## config.mk

```make
export PLATFORM = sky130hd
export DESIGN_NAME = q2_panel
export DESIGN_NICKNAME = d
export VERILOG_FILES = /design/src/rtl/q2_panel_pkg.sv /design/src/rtl/q2_debounce.sv /design/src/rtl/q2_panel.sv
export SDC_FILE = /design/constraint.sdc
export NUM_CORES = 1
export LEC_CHECK = 0
export ABC_CLOCK_PERIOD_IN_PS = 2500
export CORE_AREA = 10 10 125 127
export CTS_CLUSTER_DIAMETER = 120
export DETAILED_ROUTE_END_ITERATION = 12
export DIE_AREA = 0 0 135 137
export GPL_ROUTABILITY_DRIVEN = 0
export MAX_ROUTING_LAYER = met4
export PLACE_DENSITY_LB_ADDON = 0.12
export SETUP_SLACK_MARGIN = 0.1
export SKIP_CTS_REPAIR_TIMING = 1
export SLEW_MARGIN = 20
export SYNTH_ARGS = -nofsm -noshare
export SYNTH_HDL_FRONTEND = slang
export SYNTH_SLANG_ARGS = --single-unit
```

## constraint.sdc

```tcl
create_clock -name clk -period 2.5 [get_ports clk]
set_input_delay 0.25 -clock clk [delete_from_list [all_inputs] [get_ports clk]]
set_output_delay 0.25 -clock clk [all_outputs]
set_load 0.02 [all_outputs]
```

## src/rtl/q2_panel_pkg.sv

```systemverilog
// Shared definitions for the q2 front panel: FSM state encoding, switch
// indices and the fixed priority order among panel presses.
package q2_panel_pkg;

  localparam logic [2:0] S_HALT      = 3'd0;
  localparam logic [2:0] S_RUN       = 3'd1;
  localparam logic [2:0] S_STOP_WAIT = 3'd2;
  localparam logic [2:0] S_STEP_A    = 3'd3;
  localparam logic [2:0] S_STEP_B    = 3'd4;

  // Switch slots; the lower the index, the higher the press priority in HALT.
  localparam int SW_START = 0;
  localparam int SW_STEP  = 1;
  localparam int SW_LD    = 2;
  localparam int SW_DEP   = 3;
  localparam int SW_INCP  = 4;
  localparam int SW_STOP  = 5;
  localparam int NUM_SW   = 6;

  typedef enum logic [2:0] {
    ACT_NONE,
    ACT_START,
    ACT_STEP,
    ACT_LD,
    ACT_DEP,
    ACT_INCP
  } action_e;

  function automatic action_e pick_action(input logic [SW_INCP:0] act_press);
    if (act_press[SW_START]) return ACT_START;
    if (act_press[SW_STEP])  return ACT_STEP;
    if (act_press[SW_LD])    return ACT_LD;
    if (act_press[SW_DEP])   return ACT_DEP;
    if (act_press[SW_INCP])  return ACT_INCP;
    return ACT_NONE;
  endfunction

endpackage

```

## src/rtl/q2_debounce.sv

```systemverilog
// One panel switch: two-flop synchroniser, stability counter, debounced
// level and a single-cycle press pulse on each rising level change.
module q2_debounce #(
  parameter int DEBOUNCE = 16
) (
  input  logic clk,
  input  logic rst,
  input  logic in,
  output logic level,
  output logic press
);

  localparam int CW = $clog2(DEBOUNCE + 1);

  logic          sync1;
  logic          sync2;
  logic [CW-1:0] cnt;

  // NOTE: all state here updates with non-blocking assignments so every flop
  // samples the values from before the edge, independent of statement order.
  always_ff @(posedge clk) begin
    if (rst) begin
      sync1 <= 1'b0;
      sync2 <= 1'b0;
      level <= 1'b0;
      press <= 1'b0;
      cnt   <= '0;
    end else begin
      sync1 <= in;
      sync2 <= sync1;
      press <= 1'b0;
      if (sync2 != level) begin
        if (cnt == CW'(DEBOUNCE)) begin
          level <= ~level;
          press <= ~level;
          cnt   <= '0;
        end else begin
          cnt <= cnt + CW'(1);
        end
      end else begin
        cnt <= '0;
      end
    end
  end

endmodule

```

## src/rtl/q2_panel.sv

```systemverilog
// q2 front-panel controller: debounced switches, panel address pointer,
// load/deposit/increment cycles and the run/halt/single-step state machine.
module q2_panel
  import q2_panel_pkg::*;
#(
  parameter int WIDTH    = 12,
  parameter int DEBOUNCE = 16
) (
  input  logic             clk,
  input  logic             rst,
  input  logic [WIDTH-1:0] sw,
  input  logic             ld_sw,
  input  logic             dep_sw,
  input  logic             incp_sw,
  input  logic             start_sw,
  input  logic             step_sw,
  input  logic             stop_sw,
  input  logic             cpu_idle,
  output logic             pc_load,
  output logic [WIDTH-1:0] pc_value,
  output logic [WIDTH-1:0] mem_addr,
  output logic [WIDTH-1:0] mem_wdata,
  output logic             mem_we,
  output logic             run
);

  logic [NUM_SW-1:0] raw;
  logic [NUM_SW-1:0] level;
  logic [NUM_SW-1:0] press;
  logic [2:0]        state;
  logic [2:0]        state_nxt;
  logic [WIDTH-1:0]  ptr;
  logic [WIDTH-1:0]  ptr_nxt;
  action_e           act;
  logic              unused_bits;

  assign raw = {stop_sw, incp_sw, dep_sw, ld_sw, step_sw, start_sw};

  for (genvar g = 0; g < NUM_SW; g++) begin : g_db
    q2_debounce #(.DEBOUNCE(DEBOUNCE)) u_db (
      .clk   (clk),
      .rst   (rst),
      .in    (raw[g]),
      .level (level[g]),
      .press (press[g])
    );
  end

  // Only the stop switch is used as a level; it never acts as a HALT press.
  assign unused_bits = ^{level[SW_INCP:0], press[SW_STOP]};

  // NOTE: every signal written here gets a default first so no latch is inferred.
  always_comb begin
    act       = pick_action(press[SW_INCP:0]);
    state_nxt = state;
    ptr_nxt   = ptr;
    pc_load   = 1'b0;
    mem_we    = 1'b0;
    case (state)
      S_HALT: begin
        case (act)
          ACT_START: begin
            if (!level[SW_STOP]) begin
              pc_load   = 1'b1;
              state_nxt = S_RUN;
            end
          end
          ACT_STEP: begin
            pc_load   = 1'b1;
            state_nxt = S_STEP_A;
          end
          ACT_LD:   ptr_nxt = sw;
          ACT_DEP: begin
            // The strobe sees the old ptr; the increment lands as it ends.
            mem_we  = 1'b1;
            ptr_nxt = ptr + WIDTH'(1);
          end
          ACT_INCP: ptr_nxt = ptr + WIDTH'(1);
          default:  ;
        endcase
      end
      S_RUN:       if (press[SW_STOP]) state_nxt = S_STOP_WAIT;
      S_STOP_WAIT: if (cpu_idle)       state_nxt = S_HALT;
      S_STEP_A:    if (!cpu_idle)      state_nxt = S_STEP_B;
      S_STEP_B:    if (cpu_idle)       state_nxt = S_HALT;
      default:                         state_nxt = S_HALT;
    endcase
    // A reset cycle must never leak a strobe to the CPU or memory.
    if (rst) begin
      pc_load = 1'b0;
      mem_we  = 1'b0;
    end
  end

  always_ff @(posedge clk) begin
    if (rst) begin
      state <= S_HALT;
      ptr   <= '0;
    end else begin
      state <= state_nxt;
      ptr   <= ptr_nxt;
    end
  end

  assign pc_value  = ptr;
  assign mem_addr  = ptr;
  assign mem_wdata = mem_we ? sw : '0;
  assign run       = (state != S_HALT);

endmodule

```

==> flow_summary.json <==
{
  "dieArea_sq_um": 18500,
  "synth_seq_cells": 69,
  "globalRouteOverflowTotal": 0,
  "maxSlewViolCount": 0,
  "routedWlPerCell_um": 12.9,
  "fin_skew_ps": 4.37,
  "p_switching_mw": 0.488,
  "numPortBuffers": 59,
  "finalHoldViolCount": 0,
  "endpoint_kind": "output port",
  "tightest_slew_ps": 552,
  "required_ps": 2250,
  "timing.rr.end": "mem_addr[0]",
  "clock.fmax_mhz": 489,
  "dr_total_vias": 2550,
  "yosys.cell_types.count": 52,
  "pwr-share-clk_pct": 50.9,
  "cts_root_buffer": "clkbuf_16",
  "num_io_pins": 60,
  "crit_slowest_cell": "dfxtp_1",
  "cts_buffer_depth": 2,
  "path_cells": "nor3_4 -> and4_1 -> buf_4 -> and2_1 -> dlymetal6s2s_1",
  "clk_pin_slew_ps": 60,
  "via_per_inst": 4.32,
  "insertion_delay_ps": 330,
  "syn_area_sq_um": 3220,
  "drt_wl_total_um": 7630,
  "rows": 42,
  "hp-start": "g_db[1].u_db.sync1",
  "firstDrtPassIters": 4,
  "setup_slack_ps": 457,
  "cts_buffers": 9,
  "grt_pass1_wl_um": 12500,
  "cell_internal_pwr_mw": 1.95,
  "antennaDiodeCount": 0,
  "syn_to_final_growth_pct": 31.5,
  "grt_max_degree": 38,
  "ff_latch_area_sq_um": 1380,
  "drt_iter0_drc": 135,
  "finalCritPeriodShare_pct": 81.7,
  "ant_nets": 0,
  "synth.net_count": 390,
  "antenna_found_initial": 0,
  "drv_cap": 0,
  "core-area_sq_um": 13100,
  "cts_tree": "done",
  "regToRegStartpoint": "g_db[2].u_db.press",
  "max_stage_delay_ps": 400,
  "initial_core_util_pct": 24.6,
  "hold_end": "g_db[1].u_db.sync2",
  "drcViolationCount": 0,
  "multi_input_area_sq_um": 1570,
  "fin_nets": 443,
  "dp_hpwl_um": 5720,
  "chipWidth_um": 135,
  "post-place-ws_ps": 259,
  "status": "complete, no violations",
  "drive_gt1_share_pct": 6.28,
  "period_minus_slack_ps": 2040,
  "track_usage_pct": 8.74,
  "ys.flop_type": "dfxtp_1",
  "mostFrequentLayoutCells": "69 x dfxtp_1, 45 x clkdlybuf4s50_1, 43 x nor2_1",
  "start_kind": "flop",
  "crit_fanout": 12,
  "p_leak_nw": 1.76,
  "cts.sinks": 69,
  "die_y_um": 137,
  "synth_edf_count": 0,
  "synthCells": 356,
  "grt_pass1_vias": 2455,
  "power_frac_seq_pct": 45.8,
  "synthArstFlopShare_pct": 0,
  "setup_viol_count_final": 0,
  "grt_setup_unrepaired": "no",
  "swShare_pct": 20.0,
  "vdd_drop_max_v": 0.000224,
  "final_common_cell": "dfxtp_1",
  "setup_tns_ps": 0,
  "ys_warn_count": 0,
  "fill_cells": 1342,
  "powerDensity_nw_per_um2": 576,
  "p_comb_share_pct": 3.3,
  "rr_worst_depth": 4,
  "maxSlewHeadroom_pct": 62.7,
  "min_path_cells": 1,
  "avgSynthCellArea_sq_um": 9.06,
  "cts_max_level": 3,
  "arrival_ps": 1790,
  "yosysSeqAreaShare_pct": 42.8,
  "reg2reg_slack_ps": 780,
  "hold_path_class": "flop to flop",
  "crit_type": "flop to output port"
}
critical path, delay by kind of cell, from the launching register on:
kind | cells | cell delay (ps)
AND/OR/NAND/NOR | 3 | 660
flip-flops | 1 | 400
buffers and inverters | 2 | 410
metal layers:
layer / track usage [%] / share of wire, %
met3: 3.08 / 5.3
met1: 10.0 / 48
met2: 13.3 / 45
met4: 4.43 / 2.4
met5: - / 0
area by class of cell:
cell class	count	share of cell area, %
clock inverters	4	1.12
multi-input cells	238	37.1
repair buffers	66	16.0
clock buffers	12	5.81
flip-flops and latches	69	32.6
well taps	176	5.19
inverters	25	2.21
synth_stat cells (3+ instances only):
| library cell | instances | area, sq um |
|---|---|---|
| and3_1 | 4 | 25.0 |
| nor2b_1 | 12 | 75.1 |
| nor3_1 | 11 | 55.1 |
| nand3_1 | 17 | 85.1 |
| a21oi_1 | 8 | 40.0 |
| dfxtp_1 | 69 | 1380 |
| mux2i_1 | 7 | 70.1 |
| buf_4 | 12 | 90.1 |
| and2_1 | 13 | 81.3 |
| o21ai_1 | 6 | 30.0 |
| xnor2_1 | 13 | 114 |
| ha_1 | 13 | 163 |
| nand4_1 | 6 | 37.5 |
| and4b_1 | 6 | 60.1 |
| o21ai_0 | 5 | 25.0 |
| or3_1 | 7 | 43.8 |
| xor2_1 | 12 | 105 |
| clkbuf_1 | 5 | 18.8 |
| nor2_1 | 43 | 161 |
| nand2_1 | 14 | 52.6 |
| o2bb2ai_1 | 3 | 26.3 |
| inv_1 | 25 | 93.8 |
| buf_6 | 3 | 33.8 |
metrics by stage:
step                      instance area [sq um]  utilization [%]  instances  power (mW)  hold slack (ps)
final                                      4240             32.4        590        2.44              432
after global routing                       4240             32.4        590        2.55              455
after CTS                                  4190             32.0        588        2.49              434
after detailed placement                   3890             29.8        572        1.23              425
after global placement                     3890             29.8        572        1.22              423
after floorplan                            3220                -        356        1.18              327
flip-flops by register name (all words and copies together) (netlist names):
signal,flops
g_db.u_db.cnt,30
g_db.u_db.sync1,6
state,3
mem_addr,12
g_db.u_db.sync2,6
g_db.u_db.press,6
g_db.u_db.level,6
cells by family (layout without fill, tap and decap cells):
group | Yosys count | in the layout | share of synthesized area, %
buffers and inverters | 49 | 107 | 8.42
flip-flops | 69 | 69 | 42.8
AO/OA/AOI/OAI | 46 | 46 | 9.78
adder cells (fa/ha/maj) | 13 | 13 | 5.04
XOR/XNOR | 25 | 25 | 6.79
multiplexers | 7 | 7 | 2.17
AND/OR/NAND/NOR | 147 | 147 | 25.0
how the worst max path moves through the flow:
stage | from | end | slack [ps] | depth (start not counted)
finish | state[0] | mem_wdata[9] | 460 | 5
global route | state[0] | mem_wdata[10] | 280 | 5
CTS | state[2] | mem_wdata[9] | 20 | 5
detailed placement | rst | mem_wdata[9] | 260 | 6
global placement | rst | mem_wdata[1] | 290 | 6
floorplan | state[0] | mem_wdata[10] | 700 | 5
power by group through the flow:
stage,clock network [mW],registers (mW),logic (mW)
floorplan,0,1.14,0.0357
global placement,0,1.14,0.0820
detailed placement,0,1.14,0.0827
CTS,1.29,1.12,0.0829
global route,1.34,1.12,0.0905
finish,1.24,1.12,0.0806
No activity file was read; power rests on OpenSTA's default activity.
